**src/rtl/bus_control_sequencer.sv**
```systemverilog
// rtl/bus_control_sequencer.sv - multi-cycle bus/ALU control sequencer
// Fetches one instruction per EXEC and strobes register, A/G and bus controls over 1-3 cycles.
module bus_control_sequencer #(
    parameter int N = 10
) (
    input  logic         CLKb,
    input  logic         RST,
    input  logic         EXEC,
    input  logic [N-1:0] INSTR,
    output logic [3:0]   Rout,
    output logic [3:0]   Rin,
    output logic         IRout,
    output logic         Ain,
    output logic         Gin,
    output logic         Gout,
    output logic [3:0]   FN,
    output logic         BUSY,
    output logic         DONE,
    output logic         ILL
);

    typedef enum logic [1:0] {
        IDLE = 2'd0,
        T1   = 2'd1,
        T2   = 2'd2,
        T3   = 2'd3
    } state_t;

    state_t       state;
    logic [N-1:0] ir;

    logic [1:0] cls;
    logic [1:0] rx;
    logic [1:0] ry;
    logic [3:0] fn_field;
    logic       fn_legal;
    logic       single_cycle;

    assign cls      = ir[9:8];
    assign rx       = ir[7:6];
    assign fn_field = ir[5:2];
    assign ry       = ir[1:0];
    assign fn_legal = (fn_field >= 4'd2) && (fn_field <= 4'd11);
    // MOV and illegal reg-reg ops finish in T1; everything else runs T1..T3.
    assign single_cycle = (cls == 2'b01) || ((cls == 2'b00) && !fn_legal);

    always_ff @(negedge CLKb) begin
        if (RST) begin
            state <= IDLE;
            ir    <= '0;
        end else begin
            case (state)
                IDLE: begin
                    if (EXEC) begin
                        ir    <= INSTR;
                        state <= T1;
                    end
                end
                T1:      state <= single_cycle ? IDLE : T2;
                T2:      state <= T3;
                default: state <= IDLE;
            endcase
        end
    end

    always_comb begin
        Rout  = 4'b0000;
        Rin   = 4'b0000;
        IRout = 1'b0;
        Ain   = 1'b0;
        Gin   = 1'b0;
        Gout  = 1'b0;
        FN    = 4'b0000;
        BUSY  = (state != IDLE);
        DONE  = 1'b0;
        ILL   = 1'b0;
        case (state)
            T1: begin
                if (cls == 2'b01) begin
                    Rout = 4'b0001 << ry;
                    Rin  = 4'b0001 << rx;
                    DONE = 1'b1;
                end else if (single_cycle) begin
                    DONE = 1'b1;
                    ILL  = 1'b1;
                end else begin
                    Rout = 4'b0001 << rx;
                    Ain  = 1'b1;
                end
            end
            T2: begin
                Gin = 1'b1;
                if (cls == 2'b00) begin
                    Rout = 4'b0001 << ry;
                    FN   = fn_field;
                end else begin
                    // Immediate ops: the ALU decodes class and imm straight off the bus.
                    IRout = 1'b1;
                end
            end
            T3: begin
                Gout = 1'b1;
                Rin  = 4'b0001 << rx;
                DONE = 1'b1;
            end
            default: ;
        endcase
    end

endmodule

```
**config.mk**
```make
export PLATFORM = sky130hd
export DESIGN_NAME = bus_control_sequencer
export DESIGN_NICKNAME = d
export VERILOG_FILES = /design/src/rtl/bus_control_sequencer.sv
export SDC_FILE = /design/constraint.sdc
export NUM_CORES = 1
export LEC_CHECK = 0
export CAP_MARGIN = 20
export CORE_AREA = 8 8 45 47
export DETAILED_ROUTE_END_ITERATION = 8
export DIE_AREA = 0 0 53 55
export DONT_BUFFER_PORTS = 1
export PLACE_DENSITY = 0.72
export SETUP_SLACK_MARGIN = 0.5
export SLEW_MARGIN = 25
export SYNTH_ARGS = -nofsm -noshare
export SYNTH_HDL_FRONTEND = slang
export SYNTH_SLANG_ARGS = --single-unit
```
**constraint.sdc**
```tcl
create_clock -name CLKb -period 4 [get_ports CLKb]
set_input_delay 0.6 -clock CLKb [delete_from_list [all_inputs] [get_ports CLKb]]
set_output_delay 0.6 -clock CLKb [all_outputs]
set_load 0.05 [all_outputs]
```
==> metrics, run 1 <==
result of the run=did not finish; Failed at=global routing; first reported error=[ERROR DPL-0033] detailed placement checks failed during check placement.; area leader, netlist=sky130_fd_sc_hd__dfxtp_1; share of the yosys chip area belonging to registers=32.43%; Cells after Synth=100; Num CTS Buffers=3; number of sinks on the clock net=12; global placement routability congestion=0.7436; area post-placement=1149 um2; EDFF count, synth=0; maximum number of pins on one net before global-route repair=14; number of rows in the core area=14; cell types with the largest area share after synthesis=sky130_fd_sc_hd__dfxtp_1 (32%), sky130_fd_sc_hd__nand2_1 (13%), sky130_fd_sc_hd__a21oi_1 (6.8%); Yosys top cell area share=32.43%; Worst endpoint type=top-level output; count of state elements after synthesis=12; synthesized cell area=740.7 um2; top post-synthesis cells by count=sky130_fd_sc_hd__nand2_1 (25), sky130_fd_sc_hd__dfxtp_1 (12), sky130_fd_sc_hd__a21oi_1 (10); Avg Cell Area, Syn=7.407 um2; library cell with the highest instance count after synthesis=sky130_fd_sc_hd__nand2_1; initial antenna violation count=0; DPL Wire Length=1.729 mm; die width=53 um; quantity of I/O buffers inserted on ports=0; library cell used as clock root buffer=sky130_fd_sc_hd__clkbuf_4; syn nets=117; predominant post-synthesis flop cell=sky130_fd_sc_hd__dfxtp_1; I/O pin total=32; height of the die=55 um; CTS H-tree lvls=1; worst endpoint after global-route timing repair=Rout[3]; FFs w/ async S/R, synth=0%; Max clock buf depth=2; Yosys Warn Count=0; unique cell type count in the Yosys netlist=26; initial cell density of the core=53.53%
-- metrics by stage --
| step | utilization, % | setup TNS (ps) | worst slack, ps | cells |
|---|---|---|---|---|
| floorplan | - | -500.5 | -93.57 | 100 |
| global placement | 83.00 | 0 | 28.72 | 129 |
| detailed placement | 83.00 | -15.35 | -13.87 | 129 |
| CTS | 94.12 | -3294 | -344.1 | 147 |
-- repair_timing --
| item | in CTS |
|---|---|
| setup endpoints to repair | 19 |
| pin swaps | 5 |
| endpoints found under the hold margin | 0 |
| buffers inserted | 3 |
| gates resized for setup | 13 |
| hold buffers | 0 |
-- cell families after synthesis --
group | synth area share, %
DFF | 32.43
and+or+nand+nor | 34.29
AOI/OAI and AO/OA | 18.92
adders and majority gates | 6.757
muxes | 1.520
buffers and inverters | 6.081
==> run 2: changes to the inputs <==
--- a/config.mk
+++ b/config.mk
@@ -6,12 +6,11 @@
 export NUM_CORES = 1
 export LEC_CHECK = 0
 export CAP_MARGIN = 20
-export CORE_AREA = 8 8 45 47
+export CORE_AREA = 8 8 69 71
 export DETAILED_ROUTE_END_ITERATION = 8
-export DIE_AREA = 0 0 53 55
+export DIE_AREA = 0 0 77 79
 export DONT_BUFFER_PORTS = 1
-export PLACE_DENSITY = 0.72
-export SETUP_SLACK_MARGIN = 0.5
+export PLACE_DENSITY_LB_ADDON = 0.15
 export SLEW_MARGIN = 25
 export SYNTH_ARGS = -nofsm -noshare
 export SYNTH_HDL_FRONTEND = slang
==> metrics, run 2 <==
Cell Pwr Density=400.0 nW/um2; Worst-Margin Slew=425.3 ps; number of sinks on the clock net=12; global-route wire length before repair=4.105 mm; fraction of power spent switching nets=42.04%; CTS tree=built; data arrival at the endpoint of the critical path=3690 ps; Avg Cell Area, Syn=7.407 um2; max-slew violation total from the final report=0; die width=77 um; register clock-pin slew on the reported worst setup and hold paths=30 ps; area post-placement=1234 um2; DPL Wire Length=2.020 mm; routed via count=816; worst rel slew slack=71.61%; Yosys top cell area share=32.43%; syn nets=117; startpoint of the worst-slack reg-to-reg timing path=state[1]$_SDFFE_NP0P_; CP Data Required Time=3400 ps; DRT Wirelength=2.443 mm; maximum net fanout on the critical path=2; final setup slack of the worst path=-290.8 ps; Yosys Warn Count=0; initial antenna violation count=0; height of the die=79 um; Antenna diodes=0; via count of the first global-routing pass=892; maximum vdd drop=0.0001511 V; final number of setup-violating endpoints=14; quantity of I/O buffers inserted on ports=0; RSZ-0062 raised after global routing=yes; Area Overhead vs Synth=92.91%; CORE AREA=3799 um2; register with the highest flop count=ir; CTS H-tree lvls=1; count of state elements after synthesis=12; Hold Path Class=register to register; predominant post-synthesis flop cell=sky130_fd_sc_hd__dfxtp_1; count of filler cells inserted in the layout=405; footprint of the multi-input gates=610.6 um2; share of layout cells above drive strength 1=43.97%; Congestion Overflow GR=0; synthesized cell area=740.7 um2; capturing element type of the critical path=primary output; Max clock buf depth=2; non-filler instance count after layout=191; launching element type of the critical path=register; flip-flop count of the largest register after layout=10; maximum number of pins on one net before global-route repair=14; Power Internal=0.0003312 W; commonest non-fill, non-tap cell in the layout=sky130_fd_sc_hd__nand2_1; share of the yosys chip area belonging to registers=32.43%; violated checks=setup timing; result of the run=finished with violations; area leader, netlist=sky130_fd_sc_hd__dfxtp_1; sequential share of power=27.6%; number of remaining DRC errors=0; library cell used as clock root buffer=sky130_fd_sc_hd__clkbuf_8; total of max-cap violations=0; cell types with the largest area share after synthesis=sky130_fd_sc_hd__dfxtp_1 (32%), sky130_fd_sc_hd__nand2_1 (13%), sky130_fd_sc_hd__a21oi_1 (6.8%); leakage power of the design=0.5766 nW; maximum clock skew at final layout=4.302 ps; critical path class=register to primary output; Gate power share=45.1%; net total in the final layout=159; clock network latency to the later pin of the worst-skew pair=310 ps; initial cell density of the core=19.50%; Die Area=6083 um2; Largest regs=ir x10, state x2; most frequent cells in the layout=sky130_fd_sc_hd__nand2_1 (25), sky130_fd_sc_hd__inv_1 (15), sky130_fd_sc_hd__buf_4 (12), sky130_fd_sc_hd__a21oi_1 (10), sky130_fd_sc_hd__buf_12 (10); per-cell routed wire length=12.79 um; FFs w/ async S/R, synth=0%; count of TritonRoute iterations in the first routing pass=4; All-Layer GR Usage=8.578%; Num CTS Buffers=3; library cell with the highest instance count after synthesis=sky130_fd_sc_hd__nand2_1; global placement routability congestion=0.7828; mean number of vias per cell=4.272; Cells after Synth=100; hold violation total from the final report=0; I/O pin total=32; EDFF count, synth=0; Detail Route Antenna Nets=0; unique cell type count in the Yosys netlist=26; Switch Pwr=0.0002403 W; beginning of the critical path=ir[5]$_SDFFE_NP0P_; area taken by flip-flops and latches=249.0 um2; detailed router's first-iteration violation count=23; total non-filler cell area in the finished layout=1429 um2; number of rows in the core area=23; top post-synthesis cells by count=sky130_fd_sc_hd__nand2_1 (25), sky130_fd_sc_hd__dfxtp_1 (12), sky130_fd_sc_hd__a21oi_1 (10); number of placed cells counting well taps=173; beginning of the worst hold path=ir[2]$_SDFFE_NP0P_; Clk pwr share=27.3%
-- run 2: cell counts after synthesis --
Identical to the previous run, type by type.
-- run 2: layout make-up --
| class | instances | area share [%] |
|---|---|---|
| clock inverters | 13 | 3.503 |
| repair buffers | 30 | 26.88 |
| flip-flops and latches | 12 | 17.43 |
| well taps | 50 | 4.378 |
| inverters | 6 | 2.189 |
| multi-input cells | 77 | 42.73 |
| clock buffers | 3 | 2.890 |
-- run 2: cell families (layout without fill, tap and decap cells) --
| family | count (synthesis) | in the layout | synth area share (%) |
|---|---|---|---|
| AND/OR/NAND/NOR | 52 | 52 | 34.29 |
| AO/OA/AOI/OAI | 20 | 20 | 18.92 |
| flip-flops | 12 | 12 | 32.43 |
| buffers and inverters | 11 | 52 | 6.081 |
| adder cells (fa/ha/maj) | 4 | 4 | 6.757 |
| multiplexers | 1 | 1 | 1.520 |
-- run 2: metrics by stage --
step | TNS [ps] | utilization (%) | setup slack (ps) | hold WS [ps] | power, W
floorplan | -659.2 | - | -104.2 | 431.9 | 0.0003306
global placement | -69.45 | 32.48 | -41.30 | 438.1 | 0.0004059
detailed placement | -160.1 | 32.48 | -78.99 | 440.2 | 0.0004081
CTS | -2390 | 36.63 | -300.3 | 444.2 | 0.0005682
global route | -3347 | 37.62 | -371.8 | 466.1 | 0.0006206
finish | -2192 | 37.62 | -290.8 | 441.8 | 0.0005715
-- run 2: what timing repair did --
action / 4_1_cts / 5_1_grt
setup endpoints to repair: 17 / 16
hold buffers: 0 / 0
gates resized for setup: 14 / 7
gates cloned: 0 / 0
pin swaps: 3 / 7
setup buffers: 2 / 1
-- run 2: worst paths after layout --
check | endpoint | slack, ps | depth (start not counted)
worst max-delay path | Ain | -290 | 5
worst min-delay path | ir[2]$_SDFFE_NP0P_ | 440 | 2
worst max register to register | state[1]$_SDFFE_NP0P_ | 2520 | 7
worst min register to register | ir[2]$_SDFFE_NP0P_ | 440 | 2
-- run 2: worst max-delay path, cell delays in order (launching register included) --
cell,delay [ps]
sky130_fd_sc_hd__dfxtp_2,310
sky130_fd_sc_hd__or3_4,400
sky130_fd_sc_hd__a32oi_4,280
sky130_fd_sc_hd__buf_4,160
sky130_fd_sc_hd__clkinvlp_4,60
sky130_fd_sc_hd__buf_4,180
-- run 2: layer usage --
layer | GRT usage, % | vias to the layer above | part of all wire, %
met5 | 0 | - | 0
met4 | 8.113 | 0 | 2.5
met3 | 2.257 | 4 | 3.7
met2 | 15.97 | 16 | 55
met1 | 7.373 | 378 | 38
li1 | - | 418 | -
-- run 2: power groups by stage --
stage / clock network (W) / registers [W] / logic [W]
final: 0.000156 / 0.000158 / 0.000258
after global routing: 0.000182 / 0.000161 / 0.000277
after CTS: 0.000164 / 0.000157 / 0.000247
after detailed placement: 0.0000199 / 0.000157 / 0.000231
after global placement: 0.0000199 / 0.000157 / 0.000229
after floorplan: 0.0000199 / 0.000148 / 0.000162
No activity file was read; power rests on OpenSTA's default activity.
